`config.mk`:
```
export PLATFORM = sky130hd
export DESIGN_NAME = mips_control_unit
export DESIGN_NICKNAME = d
export VERILOG_FILES = /design/src/rtl/mips_control_unit.sv
export SDC_FILE = /design/constraint.sdc
export NUM_CORES = 1
export LEC_CHECK = 0
export CORE_MARGIN = 5
export CORE_UTILIZATION = 33
export DETAILED_ROUTE_END_ITERATION = 10
export GPL_TIMING_DRIVEN = 0
export PLACE_DENSITY = 0.63
export SYNTH_ARGS = -nofsm -noshare
export SYNTH_HDL_FRONTEND = slang
export SYNTH_SLANG_ARGS = --single-unit
```
`constraint.sdc`:
```
create_clock -name clk -period 2.15 [get_ports clk]
set_input_delay 0.5375 -clock clk [delete_from_list [all_inputs] [get_ports clk]]
set_output_delay 0.5375 -clock clk [all_outputs]
set_load 0.05 [all_outputs]
```
`src/rtl/mips_control_unit.sv`:
```
// Multicycle Moore control unit for the MIPS CPU: fetch, decode, execute, memory, write-back.
// Latency: 3 to 5 cycles per instruction (FETCH included); illegal encodings park in HALT until reset.
// No backpressure: advances one state per clock; outputs decode from the state and captured IR fields.
module mips_control_unit (
    input  logic        clk,
    input  logic        reset,
    input  logic [31:0] IR,
    input  logic        N,
    input  logic        Z,
    input  logic        C,
    input  logic        V,
    output logic        pc_ld,
    output logic        pc_inc,
    output logic        ir_ld,
    output logic [1:0]  pc_sel,
    output logic        im_cs,
    output logic        im_rd,
    output logic        dm_cs,
    output logic        dm_rd,
    output logic        dm_wr,
    output logic        D_En,
    output logic [1:0]  D_sel,
    output logic        T_Sel,
    output logic        ext_sel,
    output logic        HILO_ld,
    output logic [2:0]  Y_Sel,
    output logic [4:0]  FS,
    output logic        halt
);

    // ALU function codes
    localparam logic [4:0] FS_ADD  = 5'h02;
    localparam logic [4:0] FS_ADDU = 5'h03;
    localparam logic [4:0] FS_SUB  = 5'h04;
    localparam logic [4:0] FS_SUBU = 5'h05;
    localparam logic [4:0] FS_SLT  = 5'h06;
    localparam logic [4:0] FS_SLTU = 5'h07;
    localparam logic [4:0] FS_AND  = 5'h08;
    localparam logic [4:0] FS_OR   = 5'h09;
    localparam logic [4:0] FS_XOR  = 5'h0A;
    localparam logic [4:0] FS_NOR  = 5'h0B;
    localparam logic [4:0] FS_SLL  = 5'h0C;
    localparam logic [4:0] FS_SRL  = 5'h0D;
    localparam logic [4:0] FS_SRA  = 5'h0E;
    localparam logic [4:0] FS_MULT = 5'h1E;
    localparam logic [4:0] FS_DIV  = 5'h1F;

    typedef enum logic [4:0] {
        S_RESET, S_FETCH, S_DECODE,
        S_EXEC_R, S_WB_R, S_EXEC_MD, S_WB_HL, S_JR,
        S_EXEC_I, S_WB_I,
        S_LW_ADDR, S_LW_MEM, S_LW_WB,
        S_SW_ADDR, S_SW_MEM,
        S_BR, S_J, S_JAL, S_HALT
    } state_t;

    state_t     state_q, state_d;
    logic [5:0] op_q, op_d;
    logic [5:0] fn_q, fn_d;

    // Flags N/C/V and the register/immediate fields of IR are datapath-only.
    logic unused_inputs;
    assign unused_inputs = ^{N, C, V, IR[25:6]};

    // Funct field to ALU code for the R-type ALU group; zero for non-ALU functs.
    function automatic logic [4:0] funct_fs(input logic [5:0] fn);
        case (fn)
            6'h20:   funct_fs = FS_ADD;
            6'h21:   funct_fs = FS_ADDU;
            6'h22:   funct_fs = FS_SUB;
            6'h23:   funct_fs = FS_SUBU;
            6'h24:   funct_fs = FS_AND;
            6'h25:   funct_fs = FS_OR;
            6'h26:   funct_fs = FS_XOR;
            6'h27:   funct_fs = FS_NOR;
            6'h2A:   funct_fs = FS_SLT;
            6'h2B:   funct_fs = FS_SLTU;
            6'h00:   funct_fs = FS_SLL;
            6'h02:   funct_fs = FS_SRL;
            6'h03:   funct_fs = FS_SRA;
            default: funct_fs = 5'h00;
        endcase
    endfunction

    function automatic logic is_r_alu(input logic [5:0] fn);
        case (fn)
            6'h20, 6'h21, 6'h22, 6'h23, 6'h24, 6'h25, 6'h26, 6'h27,
            6'h2A, 6'h2B, 6'h00, 6'h02, 6'h03: is_r_alu = 1'b1;
            default:                           is_r_alu = 1'b0;
        endcase
    endfunction

    // State and captured opcode/funct registers; reset forces RESET asynchronously.
    always_ff @(posedge clk or posedge reset) begin
        if (reset) begin
            state_q <= S_RESET;
            op_q    <= 6'h00;
            fn_q    <= 6'h00;
        end else begin
            state_q <= state_d;
            op_q    <= op_d;
            fn_q    <= fn_d;
        end
    end

    // Next-state logic; opcode/funct are captured while DECODE dispatches on them.
    always_comb begin
        state_d = state_q;
        op_d    = op_q;
        fn_d    = fn_q;
        case (state_q)
            S_RESET:  state_d = S_FETCH;
            S_FETCH:  state_d = S_DECODE;
            S_DECODE: begin
                op_d = IR[31:26];
                fn_d = IR[5:0];
                case (IR[31:26])
                    6'h00: begin
                        case (IR[5:0])
                            6'h18, 6'h1A: state_d = S_EXEC_MD;
                            6'h10, 6'h12: state_d = S_WB_HL;
                            6'h08:        state_d = S_JR;
                            6'h0D:        state_d = S_HALT;
                            default:      state_d = is_r_alu(IR[5:0]) ? S_EXEC_R : S_HALT;
                        endcase
                    end
                    6'h08, 6'h0D: state_d = S_EXEC_I;
                    6'h23:        state_d = S_LW_ADDR;
                    6'h2B:        state_d = S_SW_ADDR;
                    6'h04, 6'h05: state_d = S_BR;
                    6'h02:        state_d = S_J;
                    6'h03:        state_d = S_JAL;
                    default:      state_d = S_HALT;
                endcase
            end
            S_EXEC_R:  state_d = S_WB_R;
            S_EXEC_I:  state_d = S_WB_I;
            S_LW_ADDR: state_d = S_LW_MEM;
            S_LW_MEM:  state_d = S_LW_WB;
            S_SW_ADDR: state_d = S_SW_MEM;
            S_HALT:    state_d = S_HALT;
            default:   state_d = S_FETCH;
        endcase
    end

    // Moore output decode; only BR looks at a live input (Z), which is valid once RS/RT are captured.
    always_comb begin
        pc_ld   = 1'b0;
        pc_inc  = 1'b0;
        ir_ld   = 1'b0;
        pc_sel  = 2'b00;
        im_cs   = 1'b0;
        im_rd   = 1'b0;
        dm_cs   = 1'b0;
        dm_rd   = 1'b0;
        dm_wr   = 1'b0;
        D_En    = 1'b0;
        D_sel   = 2'b00;
        T_Sel   = 1'b0;
        ext_sel = 1'b0;
        HILO_ld = 1'b0;
        Y_Sel   = 3'd0;
        FS      = 5'h00;
        halt    = 1'b0;
        case (state_q)
            S_FETCH: begin
                im_cs  = 1'b1;
                im_rd  = 1'b1;
                ir_ld  = 1'b1;
                pc_inc = 1'b1;
            end
            S_EXEC_R: FS = funct_fs(fn_q);
            S_WB_R: begin
                FS    = funct_fs(fn_q);
                D_sel = 2'b00;
                Y_Sel = 3'd2;
                D_En  = 1'b1;
            end
            S_EXEC_MD: begin
                FS      = (fn_q == 6'h18) ? FS_MULT : FS_DIV;
                HILO_ld = 1'b1;
            end
            S_WB_HL: begin
                D_sel = 2'b00;
                Y_Sel = (fn_q == 6'h10) ? 3'd0 : 3'd1;
                D_En  = 1'b1;
            end
            S_JR: begin
                pc_sel = 2'b10;
                pc_ld  = 1'b1;
            end
            S_EXEC_I: begin
                T_Sel   = 1'b1;
                ext_sel = (op_q == 6'h0D);
                FS      = (op_q == 6'h0D) ? FS_OR : FS_ADD;
            end
            S_WB_I: begin
                D_sel = 2'b01;
                Y_Sel = 3'd2;
                D_En  = 1'b1;
            end
            S_LW_ADDR, S_SW_ADDR: begin
                FS    = FS_ADD;
                T_Sel = 1'b1;
            end
            S_LW_MEM: begin
                dm_cs = 1'b1;
                dm_rd = 1'b1;
            end
            S_LW_WB: begin
                D_sel = 2'b01;
                Y_Sel = 3'd3;
                D_En  = 1'b1;
            end
            S_SW_MEM: begin
                dm_cs = 1'b1;
                dm_wr = 1'b1;
            end
            S_BR: begin
                FS     = FS_SUB;
                pc_sel = 2'b00;
                pc_ld  = (op_q == 6'h04) ? Z : ~Z;
            end
            S_J: begin
                pc_sel = 2'b01;
                pc_ld  = 1'b1;
            end
            S_JAL: begin
                pc_sel = 2'b01;
                pc_ld  = 1'b1;
                D_sel  = 2'b10;
                Y_Sel  = 3'd4;
                D_En   = 1'b1;
            end
            S_HALT:  halt = 1'b1;
            default: ;
        endcase
    end

endmodule
```
### Word level (Yosys, flattened, before mapping)

Memory sizes are Yosys's and may differ from the RTL's.
Cells that the tools add are included.

| operators by class | value |
|---|---|
| mux-type cells | 25 |
| equality and inequality tests | 36 |
| reductions and logical operators | 14 |
| bitwise gates (word level) | 1 |

Operators by type and width:

| cell | count |
|---|---|
| $eq A5 B4 Y1 const B | 8 |
| $pmux W5 S8 | 1 |
| $eq A6 B5 Y1 const B | 6 |
| $pmux W5 S7 | 1 |
| $eq A6 B4 Y1 const B | 5 |
| $pmux W5 S6 | 1 |
| $eq A5 B3 Y1 const B | 4 |
| $pmux W5 S4 | 1 |
| $eq A6 B3 Y1 const B | 3 |
| $reduce_or A2 Y1 | 9 |
| $eq A5 B5 Y1 const B | 3 |
| $mux W1 | 15 |
| $eq A6 B2 Y1 const B | 2 |
| $eq A6 B6 Y1 const B | 2 |
| $pmux W3 S4 | 1 |
| $eq A5 B2 Y1 const B | 2 |
| $pmux W2 S2 | 2 |
| $logic_not A6 Y1 | 1 |
| $reduce_or A3 Y1 | 2 |
| $reduce_or A6 Y1 | 1 |
| $eq A5 B1 Y1 const B | 1 |
| $mux W5 | 1 |
| $reduce_or A5 Y1 | 1 |
| $mux W4 | 1 |
| 2 further kinds | 2 |

| word-level totals | value |
|---|---|
| register bits | 17 |
| memories kept | 3 |
| ROM bits | 576 |
| logic and storage cells | 82 |
| output and inout port bits | 25 |
| input bits | 38 |

Memories:

| memory | words | bits a word | read ports | clocked after memory_dff | write ports | RTL line | text |
|---|---|---|---|---|---|---|---|
| (no name shown) | 64 | 4 | 1 | 0 | 0 | 67 | `case (fn)` |
| (no name shown) | 64 | 4 | 1 | 0 | 0 | 67 |  |
| (no name shown) | 64 | 1 | 1 | 0 | 0 | 86 | `case (fn)` |

### Depth between registers and ports, before layout

| depth | value |
|---|---|
| word-level depth | 9 |
| mapped depth | 8 |
| gate-level depth less buffers | 7 |

### Worst setup path after synthesis

OpenSTA, ideal clock, no wires.

| timing path | value |
|---|---|
| path kind | reg-to-output |
| start | reg state_q[0] |
| end | out FS[3] |
| arrival time | 2.895 ns |
| buffers on the path | 1 |
| required time | 1.612 ns |
| path slack | -1.283 ns |
| stages on the path, launching flop included | 7 |
| cell sequence | dfrtp_1 clkbuf_1 nor2b_1 nand2_1 o21ai_0 nand3b_1 o311ai_0 |

| on the way | value |
|---|---|
| longest elaborated chain between the ends | 3 |
| elaborated cells on any way between the ends | 9 |
| those cells by class | eq/ne (7); mux (1); reduce/logical (1) |

RTL lines:

| item | RTL line | text |
|---|---|---|
| start, declared | 57 | `state_t state_q, state_d;` |
| start signal, assigned | 100 | `state_q <= state_d;` |
| $eq A5 B4 Y1 | 165 | `case (state_q)` |
| $reduce_or A2 Y1 | 165 |  |
| $pmux W5 S6 * | 165 |  |
| end, declared | 27 | `output logic [4:0] FS,` |

Mark *: on every way between the ends. The rest lies on a longest branch, timed or not.

### Worst setup path after layout

| timing path | value |
|---|---|
| start | reg op_q[4] |
| end | out FS[3] |

| on the way | value |
|---|---|
| longest elaborated chain between the ends | 3 |

RTL lines:

| item | RTL line | text |
|---|---|---|
| start, declared | 58 | `logic [5:0] op_q, op_d;` |
| start signal, assigned | 101 | `op_q <= op_d;` |
| $eq A6 B4 Y1 | 195 | `FS = (op_q == 6'h0D) ? FS_OR : FS_ADD;` |
| $mux W4 | 195 |  |
| $pmux W5 S6 | 165 |  |

Every way passes these cells.

==> impl_results.md <==
* Hold path start: op_q[2]
* Met2 wire len at approximately 2200 um
* Routed WL at approximately 4700 um
* Routed Antenna Nets at 0
* Area grow syn2layout at 55.0%
* Setup crit end kind: primary output
* Failing checks: negative setup slack
* Die area at 0.00617 sq mm
* Chip Height at roughly 79 um
* Tot GR Track Use at 14.3%
* H-Tree Depth at 1
* Sw frac at between 40 and 50%
* Fill cell count at 439
* Worst slew pin tran at 0.645 ns
* Synth Net Count at 242
* Setup crit start kind: flop
* Layout cell share with drive strength beyond 1 at 42.6%
* Net Switching at ~1.9 mW
* Flop pwr share at between 15 and 20%
* Top_reg_cell synth: dfrtp_1
* Largest net degree at the start of global routing at 18
* Slew headroom at around 57%
* EDFF count, synth at 0
* Top Metal Used: met4
* FF-to-FF Start: state_q[0]
* Leakage power at 1.05 nW
* Post-Place Cells at ~290
* Wire per inst at 15.0 um
* Vias in the first global route at 1508
* Global placement routability congestion at 0.808
* Cell area after synthesis at 0.00155 sq mm
* Overall power at 3.73 mW
* I/O pin count at 63
* Die W at ~80 um
* Crit path launch: op_q[4]
* PD cells at 1550 mW/mm^2
* Via density at 5.38
* Clock slew at reported path FFs at 0.07 ns
* Outcome: finished with violations
* Worst setup margin at -0.317 ns
* Initial core utilization at around 34%
* Most frequent cells in the layout: buf_4, buf_6, nand2_1, a21oi_1, nor2_1
* Sink Count at 17
* 1st-iter DRT viols at 81
* Area of the multi-input gates at 0.00117 sq mm
* Post-layout min period at 2.47 ns
* Avg Cell Area, Syn at 7.64 sq um
* CP Class: flop to primary output
* Initial DRT Pass Iterations at 4
* Via count at around 1700
* RSZ-0062 raised after global routing: yes
* Synth top area share at 27.4%
* Final period util at 115%
* Global-route wire length before repair at slightly above 7000 um
* Diodes inserted at 0
* Cell internal pwr at between 1.5 and 2 mW
* Final-report max-slew violation count at 0
* DRC Markers at 0
* Sequential cell area at approximately 430 sq um
* Seq/Total Area, Yosys at between 20 and 30%
* Layout Nets at 296
* Hold Crit Class: flop to flop
* Comb pwr share at 74.0%
* Row cnt at 25
* Root Driver: clkbuf_8
* Flops & latches, synth at 17
* Yosys top cell by area: dfrtp_1
* Grt ovf at 0
* Post-DP HPWL at roughly 3200 um
* DR WL met3 at 246 um
* Peak Freq at 0.405 GHz
* TritonCTS clock tree: done
* Number of buffer cells added on primary ports at 34
* Max Clock Skew at 0.00413 ns
* Clock power share at 6.4%
* Worst vdd ir at 567 uV
* Largest cells by area after synthesis: dfrtp_1, mux2_1, a21oi_1
* Crit Path Max Fanout at 3
* Worst-skew pair later-pin latency at 0.25 ns
* Distinct cells, synth at 53
* Core box area at 0.00463 sq mm
* TritonCTS buffer count at 3
* Most common cell after layout, fill and taps aside: buf_4
* Critical Path RT at ~1.6 ns
* # Max-Cap Violations at 0
* Worst EP arrival at 1.93 ns
* Met1 Wirelength at ~2100 um
* Synth warn at 0
* TNS Setup at -1.91 ns
* Antenna violations before repair at 0
* Clk buf depth at 2
* Hold Vio Cnt, Final at 0
* Async S/R FF share, synth at 100%
* # setup viols final at 16
* Post-Synthesis Cells at 203
* Finished Layout Cells at between 300 and 400
## path summary, 6_finish.rpt
kind / endpoint / slack, ns / cells past startpoint
min in group asynchronous: op_q[4] / 0.67 / 2
min: op_q[2] / 0.51 / 1
max in group asynchronous: state_q[3] / 1.02 / 2
min reg2reg: op_q[2] / 0.51 / 1
max reg2reg: fn_q[2] / 0.11 / 6
max: FS[3] / -0.32 / 5
## worst max-delay path: stages, from the launching register on
cell and delay (ns):
dfrtp_1 0.41, nor4b_4 0.32, nand4_1 0.16, or4_4 0.47
o311ai_2 0.12, buf_6 0.21
## sequential cells by signal (all words and copies together), names as in the netlist
name	cells
fn_q	6
state_q	5
op_q	6
## layout make-up
type / count / share of cell area, %
buffer: 16 / 4.79
tap: 54 / 2.81
sequential: 17 / 18.1
multi-input combinational: 155 / 48.8
timing repair buffer: 54 / 22.1
inverter: 10 / 1.56
clock buffer: 4 / 1.87
## power groups by stage
stage | clock network (mW) | logic (mW) | registers [mW]
after CTS | 0.242 | 2.37 | 0.708
final | 0.237 | 2.76 | 0.732
after floorplan | 0 | 1.65 | 0.565
after detailed placement | 0 | 2.17 | 0.603
after global routing | 0.260 | 2.93 | 0.756
after global placement | 0 | 2.16 | 0.599
## routing by layer
metal  track usage (%)  up-vias
met5                 0        -
met4              4.02        0
met3              1.49        9
met2              23.7       51
met1              19.5      778
li1                  -      831
## cells by family (layout without fill, tap and decap cells)
| kind of cell | count (synthesis) | in the layout | synth area share (%) |
|---|---|---|---|
| compound gates | 55 | 55 | 23.1 |
| flops | 17 | 17 | 27.4 |
| mux | 12 | 12 | 8.55 |
| xor+xnor | 4 | 4 | 2.26 |
| simple gates | 83 | 83 | 28.5 |
| buf+inv | 31 | 84 | 9.35 |
| fa+ha+maj | 1 | 1 | 0.806 |
## per-stage QoR
step	cell area (sq um)	hold slack [ns]	setup slack [ns]	util, %
finish	2400	0.507	-0.317	51.9
global route	2400	0.542	-0.393	51.9
CTS	2230	0.508	-0.312	48.2
detailed placement	2020	0.473	-1.05	43.7
global placement	2020	0.470	-1.04	43.7
floorplan	1610	0.456	-0.282	-
## cells in the mapped netlist, types with 3 or more instances
library cell	n
a21oi_1	15
a31oi_1	3
and3_1	5
buf_4	3
clkbuf_1	14
dfrtp_1	17
inv_1	10
mux2_1	9
nand2_1	19
nand2b_1	4
nor2_1	20
nor2b_1	8
nor3_1	4
nor4_1	4
nor4b_1	3
o21ai_0	8
o21ai_1	4
o22ai_1	3
or3_1	3
xnor2_1	3
## what timing repair did
item                                    CTS  global route
endpoints found under the setup margin   25            25
hold buffers                              0             0
setup buffers                            13             6
pin swaps                                 7             4
endpoints found under the hold margin     0             0
cloned                                    1             0
resized for setup                       171            63
Power figures use the tool's default switching activity.
